<file path="config.mk">
export PLATFORM = sky130hd
export DESIGN_NAME = mac_operand_sequencer
export DESIGN_NICKNAME = d
export VERILOG_FILES = /design/src/rtl/mac_operand_sequencer.sv
export SDC_FILE = /design/constraint.sdc
export NUM_CORES = 1
export LEC_CHECK = 0
export BUFFER_PORTS_ARGS = -buffer_cell sky130_fd_sc_hd__buf_2
export CORE_AREA = 5 5 96 98
export CTS_BUF_LIST = sky130_fd_sc_hd__clkbuf_8 sky130_fd_sc_hd__clkbuf_16
export CTS_CLUSTER_DIAMETER = 80
export DETAILED_ROUTE_END_ITERATION = 7
export DIE_AREA = 0 0 101 103
export GPL_ROUTABILITY_DRIVEN = 0
export GPL_TIMING_DRIVEN = 0
export PLACE_DENSITY = 0.72
export SLEW_MARGIN = 20
export SYNTH_ARGS = -nofsm -noshare
export SYNTH_HDL_FRONTEND = slang
export SYNTH_SLANG_ARGS = --single-unit
</file>
<file path="constraint.sdc">
create_clock -name clk -period 2.7 [get_ports clk]
set_input_delay 0.135 -clock clk [delete_from_list [all_inputs] [get_ports clk]]
set_output_delay 0.135 -clock clk [all_outputs]
set_load 0.05 [all_outputs]
</file>
<file path="src/rtl/mac_operand_sequencer.sv">
// rtl/mac_operand_sequencer.sv - operand FIFO and one-at-a-time issue sequencer for the Booth MAC
// Optional watchdog with sticky seq_err when MACSEQ_TIMEOUT_EN is defined.
module mac_operand_sequencer #(
   parameter int DEPTH = 4,
   parameter int LEN_W = 8
) (
   input  logic             clk,
   input  logic             reset,
   input  logic             in_valid,
   output logic             in_ready,
   input  logic [7:0]       in_mc,
   input  logic [7:0]       in_mp,
   input  logic             in_last,
   output logic             mac_start,
   output logic [7:0]       mac_mc,
   output logic [7:0]       mac_mp,
   output logic             mac_clr,
   input  logic             mac_busy,
   output logic             vec_done,
   output logic [LEN_W-1:0] vec_count
`ifdef MACSEQ_TIMEOUT_EN
   ,
   output logic             seq_err
`endif
);

   localparam int AW = (DEPTH > 1) ? $clog2(DEPTH) : 1;
   localparam logic [AW:0] FULL_CNT = (AW+1)'(DEPTH);

   localparam logic [2:0] S_IDLE  = 3'd0;
   localparam logic [2:0] S_CLEAR = 3'd1;
   localparam logic [2:0] S_ISSUE = 3'd2;
   localparam logic [2:0] S_ARM   = 3'd3;
   localparam logic [2:0] S_WAIT  = 3'd4;
   localparam logic [2:0] S_HOLD  = 3'd5;
   localparam logic [2:0] S_DONE  = 3'd6;

   logic [16:0]   mem [DEPTH];
   logic [AW-1:0] wr_ptr;
   logic [AW-1:0] rd_ptr;
   logic [AW:0]   count;
   logic          push;
   logic          pop;
   logic          fifo_empty;
   logic [16:0]   head;
   logic [2:0]    state;
   logic [2:0]    next_state;
   logic          last_r;

   assign in_ready   = (count != FULL_CNT);
   assign fifo_empty = (count == '0);
   assign push       = in_valid & in_ready;
   assign head       = mem[rd_ptr];
   // The head is consumed on the edge that enters ISSUE.
   assign pop        = (next_state == S_ISSUE);

   always_ff @(posedge clk) begin
      if (push) begin
         mem[wr_ptr] <= {in_last, in_mc, in_mp};
      end
   end

   always_ff @(posedge clk) begin
      if (reset) begin
         wr_ptr <= '0;
         rd_ptr <= '0;
         count  <= '0;
      end else begin
         if (push) begin
            wr_ptr <= wr_ptr + 1'b1;
         end
         if (pop) begin
            rd_ptr <= rd_ptr + 1'b1;
         end
         case ({push, pop})
            2'b10:   count <= count + 1'b1;
            2'b01:   count <= count - 1'b1;
            default: count <= count;
         endcase
      end
   end

`ifdef MACSEQ_TIMEOUT_EN
   // wd_cnt is 0 in the first WAIT cycle, so 23 marks the 24th busy WAIT cycle.
   localparam logic [4:0] WD_LIMIT = 5'd23;
   logic [4:0] wd_cnt;
   logic       wd_trip;
`endif

   always_comb begin
      next_state = state;
`ifdef MACSEQ_TIMEOUT_EN
      wd_trip = 1'b0;
`endif
      case (state)
         S_IDLE:  if (!fifo_empty) next_state = S_CLEAR;
         S_CLEAR: next_state = S_ISSUE;
         S_ISSUE: next_state = S_ARM;
         S_ARM:   next_state = S_WAIT;
         S_WAIT: begin
            if (!mac_busy) begin
               if (last_r)           next_state = S_DONE;
               else if (!fifo_empty) next_state = S_ISSUE;
               else                  next_state = S_HOLD;
            end
`ifdef MACSEQ_TIMEOUT_EN
            else if (wd_cnt == WD_LIMIT) begin
               wd_trip    = 1'b1;
               next_state = S_DONE;
            end
`endif
         end
         S_HOLD:  if (!fifo_empty) next_state = S_ISSUE;
         S_DONE:  next_state = S_IDLE;
         default: next_state = S_IDLE;
      endcase
   end

   always_ff @(posedge clk) begin
      if (reset) begin
         state     <= S_IDLE;
         mac_mc    <= '0;
         mac_mp    <= '0;
         last_r    <= 1'b0;
         vec_count <= '0;
      end else begin
         state <= next_state;
         if (next_state == S_CLEAR) begin
            vec_count <= '0;
         end
         if (pop) begin
            last_r <= head[16];
            mac_mc <= head[15:8];
            mac_mp <= head[7:0];
            if (vec_count != '1) begin
               vec_count <= vec_count + 1'b1;
            end
         end
      end
   end

`ifdef MACSEQ_TIMEOUT_EN
   always_ff @(posedge clk) begin
      if (reset) begin
         wd_cnt  <= '0;
         seq_err <= 1'b0;
      end else begin
         if (next_state == S_WAIT && state != S_WAIT) begin
            wd_cnt <= '0;
         end else if (state == S_WAIT && wd_cnt != WD_LIMIT) begin
            wd_cnt <= wd_cnt + 1'b1;
         end
         if (wd_trip) begin
            seq_err <= 1'b1;
         end
      end
   end
`endif

   assign mac_clr   = (state == S_CLEAR);
   assign mac_start = (state == S_ISSUE);
   assign vec_done  = (state == S_DONE);

endmodule

</file>
==> results.tsv, run 1 <==
metric	value	unit
status	complete, no violations	
synth_area_leaders	edfxtp_1 50%, dfxtp_1 17%, mux4_2 9.5%	
layout_common_cells	68 x edfxtp_1, 50 x buf_2, 43 x nand2_1, 34 x dfxtp_1, 29 x a21oi_1	
die_x	101	µm
drtAntennaViolNets	0	
cts_max_level	3	
wl	7430	µm
fmax	399.8	MHz
grt_usage	15.25	%
final_util	57.39	%
vias	2498	
hold_violations	0	
hpwl	4855	µm
syn_inst	288	
post_drt_wl_per_cell	15.58	µm
period_share	92.64	%
max_slew.worst_pin.slew	963.4	ps
ys_ff_latch	103	
yosys.area.top_type	edfxtp_1	
peakVddDrop	0.2664	mV
crit_type	register to register	
max-slew-margin-rel	35.77	%
area_delta_synth_final	18.83	%
grt_max_degree	19	
core	8381	µm²
cts.clk_slew.worst_paths	110	ps
p_leak	1.735	nW
worstPathRequired	3000	ps
finClkSkew	13.02	ps
critical_path.max_fanout	8	
port_buffers	47	
nFillCells	669	
slew_viol_final	0	
power_per_cell_area	923.5	nW/µm²
syn_avg_cell_area	14.05	µm²
mostFrequentLayoutCell	edfxtp_1	
synth_top_area_share	50.45	%
drc	0	
core.rowCount	34	
start_util	48.30	%
hold_ws	23.23	ps
cts_root_buf	clkbuf_8	
n_antenna_cell	0	
syn_nets	316	
ys_seq_area_share	67.76	%
first_pass_iters	4	
place_inst	443	
overflow	0	
die_area	10400	µm²
start_kind	register	
layout.nets	392	
dr.first_iter.drc_count	95	
viasPerCell	5.237	
first_global_vias	2435	
cts_num_sinks	103	
period_minus_slack	2501	ps
instances_no_fill	477	
io_pins	49	
cts_tree	built	
r2r_slack	200	ps
insertion_delay	360	ps
grt_pass1_wl	12080	µm
rsz0062_at_grt	false	
drv_cap	0	
clk_path_buf_depth	2	
synth.distinct_cells	35	
die_h	103	µm
setup_tns	0	ps
drive_gt1_share	25.20	%
syn-cell-area	4048	µm²
setup_viol	0	
power.total	4.442	mW
cp-end-kind	register	
cts_made_buffers	9	
hold_class	input port to register	
crit_arrival	2800	ps
antenna_found_initial	0	
yosysWarnings	0	
-- cells in the mapped netlist --
cell type and n:
clkinv_4 1, buf_6 1, or3b_1 2, xor2_1 3, clkbuf_1 6, nor3_1 5, o211a_1 1, o32a_1 1
a211oi_1 1, or3_1 3, a21oi_1 29, nor2_1 15, mux4_2 17, o32ai_2 1, a221o_2 1, and4_1 1
edfxtp_1 68, ha_1 6, buf_2 3, and2_4 1, fa_1 1, mux2i_1 1, xnor2_1 4, inv_1 11
a22oi_1 1, and2_1 1, o21ai_0 6, and3_1 7, a31oi_1 2, nand2_1 43, nand3_1 5, o31ai_1 1
buf_4 2, nand4_1 2, dfxtp_1 35
-- logic make-up (layout without fill, tap and decap cells) --
group                    count (synthesis)  in the layout  synth area share [%]
flip-flops                             103            103                 67.76
AND/OR/NAND/NOR                         85             85                 9.490
multiplexers                            18             18                 9.706
AO/OA/AOI/OAI                           44             44                 6.368
adder cells (fa/ha/maj)                  7              7                 2.349
XOR/XNOR                                 7              7                 1.515
buffers and inverters                   24            105                 2.813
-- sequential cells by signal (all words and copies together) (netlist names) --
register / flops
rd_ptr: 2
state: 3
vec_count: 8
mac_mc: 8
wr_ptr: 2
mem: 68
mac_mp: 8
count: 3
last_r: 1
-- metrics by stage --
| step | cell area (µm²) | setup slack, ps |
|---|---|---|
| CTS | 4785 | 109.4 |
| floorplan | 4048 | 64.04 |
| detailed placement | 4418 | -116.4 |
| global route | 4810 | 73.93 |
| finish | 4810 | 198.7 |
| global placement | 4418 | -92.44 |
-- worst max-delay path: stages (launching register included) --
cell and delay [ps]:
dfxtp_4 390, or3b_1 340, a221o_2 400, clkinv_4 90, ha_1 170, inv_1 60
fa_1 370, xor2_1 180, or3_1 300, a21oi_1 140
-- power by group --
group	total, mW	internal [mW]	switching [mW]	leakage (nW)
logic	1.41	0.513	0.896	0.720
clock network	1.01	0.467	0.540	0.105
registers	2.03	1.91	0.113	0.910
-- cell type report --
class	instances	area, µm²	share of cell area, %
Sequential cell	103	2746	57.10
Multi-Input combinational cell	161	1191	24.77
Timing Repair Buffer	66	417.9	8.689
Clock buffer	10	137.6	2.862
Tap cell	108	135.1	2.810
Clock inverter	6	75.07	1.561
Buffer	11	56.30	1.171
Inverter	12	50.05	1.041
-- what timing repair did --
item / 4_1_cts / 5_1_grt
endpoints found under the setup margin: 1 / 1
pin swaps: 1 / 0
hold endpoints to repair: 60 / 4
buffers inserted: 1 / 2
hold buffers: 15 / 1
resized for setup: 2 / 0
-- per-layer routing --
metal	share of wire, %	GRT usage [%]	vias up
met5	0	0	-
met4	1.1	5.112	0
met3	4.5	2.909	8
met2	50	25.97	58
met1	44	19.81	1222
li1	-	-	1210
-- path summary, 6_finish.rpt --
| kind | start | end | cells past startpoint |
|---|---|---|---|
| worst max-delay path | state[2]$_SDFF_PP0_ | count[2]$_SDFFE_PP0P_ | 9 |
| worst min-delay path | in_mc[0] | mem[2][8]$_DFFE_PP_ | 1 |
| worst max register to register | state[2]$_SDFF_PP0_ | count[2]$_SDFFE_PP0P_ | 9 |
| worst min register to register | mac_mc[1]$_SDFFE_PP0N_ | mac_mc[1]$_SDFFE_PP0N_ | 2 |
Note: power is estimated with default switching activity, not from simulation.
==> run 2, diff against run 1 <==
PLACE_DENSITY = 0.7   (was 0.72)
clock period = 2.6 ns   (was 2.7 ns; I/O delays follow)
==> results.tsv, run 2 (same netlist as run 1, synthesis figures left out) <==
metric	value	unit
status	complete, no violations	
start_kind	register	
critical_path.max_fanout	7	
rsz0062_at_grt	false	
cts_max_level	3	
cts_num_sinks	103	
hold_ws	155.3	ps
nFillCells	676	
drive_gt1_share	24.73	%
io_pins	49	
grtUsageMet1	19.53	%
setup_tns	0	ps
switchingPower	1.632	mW
overflow	0	
drtAntennaViolNets	0	
cts.clk_slew.worst_paths	100	ps
slowest_stage	a221o_2	
die_x	101	µm
grt_max_degree	20	
power_frac_seq	45.6	%
grt_util_met2	25.87	%
layout_common_cells	68 x edfxtp_1, 50 x buf_2, 43 x nand2_1, 34 x dfxtp_1, 29 x a21oi_1	
slew_viol_final	0	
layout.nets	391	
fmax	396.7	MHz
n_antenna_cell	0	
peakVddDrop	0.3059	mV
core	8381	µm²
area_delta_synth_final	18.67	%
period_minus_slack	2521	ps
period_share	96.95	%
largest_reg_flops	68	
clockPowerShare	22.7	%
drc	0	
mostFrequentLayoutCell	edfxtp_1	
ff2ff_path_depth	9	
core.rowCount	34	
insertion_delay	370	ps
cp_slowest_stage_delay	420	ps
first_pass_iters	5	
vias	2494	
p_leak	1.732	nW
setup_viol	0	
holdPathStages	2	
crit_arrival	2820	ps
drv_cap	0	
cts_tree	built	
clk_path_buf_depth	2	
max_slew.worst_pin.slew	964.5	ps
finClkSkew	10.69	ps
grt_usage	15.46	%
top_register	mem	
antenna_found_initial	0	
critPathTopFamily	simple AND/OR/NAND/NOR gates	
p_comb_share	31.7	%
viasPerCell	5.239	
max-slew-margin-rel	35.70	%
cts_root_buf	clkbuf_8	
first_global_vias	2466	
path_cells	or3b_1 -> a221o_2 -> clkinv_4 -> ha_1 -> inv_1 -> fa_1 -> xor2_1 -> or3_1 -> a21oi_1	
worst-path-buf-inv	2	
p_int	2.976	mW
port_buffers	47	
swShare	35.41	%
power_per_cell_area	959.4	nW/µm²
hpwl	4890	µm
grt_pass1_wl	12200	µm
die_h	103	µm
dr.first_iter.drc_count	109	
top_usage_layer	met2	
worstPathRequired	2900	ps
wl	7536	µm
start_util	48.30	%
path_depth	9	
grtUsageMet3	4.601	%
hold_class	input port to register	
cts_made_buffers	9	
hold_violations	0	
cp-end-kind	register	
post_drt_wl_per_cell	15.83	µm
crit_type	register to register	
die_area	10400	µm²
[run 2: through the flow]
step | power [mW] | instance area (µm²) | util (%) | setup WS [ps] | cells
final | 4.608 | 4803 | 57.32 | 79.21 | 476
after global routing | 4.875 | 4803 | 57.32 | 9.159 | 476
after CTS | 4.661 | 4801 | 57.29 | 71.57 | 476
after detailed placement | 3.604 | 4419 | 52.73 | -186.7 | 443
after global placement | 3.569 | 4419 | 52.73 | -138.8 | 443
after floorplan | 3.248 | 4049 | - | 9.157 | 288
[run 2: cell type report]
type,instances,area (µm²),share of cell area [%]
clock inverters,7,87.58,1.823
plain buffers,11,56.30,1.172
well taps,108,135.1,2.813
inverters,12,50.05,1.042
repair buffers,65,412.9,8.596
clock buffers,9,123.9,2.579
multi-input cells,161,1191,24.80
flip-flops and latches,103,2746,57.18
[run 2: timing repair]
action                                 4_1_cts  5_1_grt
buffers inserted                             1        0
pin swaps                                    1        0
gates resized for setup                      0        1
endpoints found under the hold margin       68        0
setup endpoints to repair                    1        1
hold buffers                                17        0
[run 2: power groups by stage]
stage	clock (mW)	sequential, mW	combinational (mW)
finish	1.04	2.10	1.46
global route	1.14	2.13	1.60
CTS	1.07	2.10	1.49
detailed placement	0	2.14	1.46
global placement	0	2.13	1.44
floorplan	0	2.38	0.866
[run 2: worst paths after layout]
| kind | start | end | slack, ps |
|---|---|---|---|
| max | state[2]$_SDFF_PP0_ | count[2]$_SDFFE_PP0P_ | 80 |
| min | reset | vec_count[7]$_SDFF_PP0_ | 160 |
| max reg2reg | state[2]$_SDFF_PP0_ | count[2]$_SDFFE_PP0P_ | 80 |
| min reg2reg | mac_mc[1]$_SDFFE_PP0N_ | mac_mc[1]$_SDFFE_PP0N_ | 460 |
[run 2: routing by layer]
layer | vias to the layer above | share of wire (%)
li1 | 1211 | -
met1 | 1208 | 43
met2 | 65 | 51
met3 | 10 | 4.9
met4 | 0 | 1.5
met5 | - | 0
[run 2: worst reg2reg max path, delay by kind of cell, from the launching register on]
family	cells	cell delay, ps
AND/OR/NAND/NOR	2	660
AO/OA/AOI/OAI	2	560
adder cells (fa/ha/maj)	2	530
flip-flops	1	390
XOR/XNOR	1	180
buffers and inverters	2	130
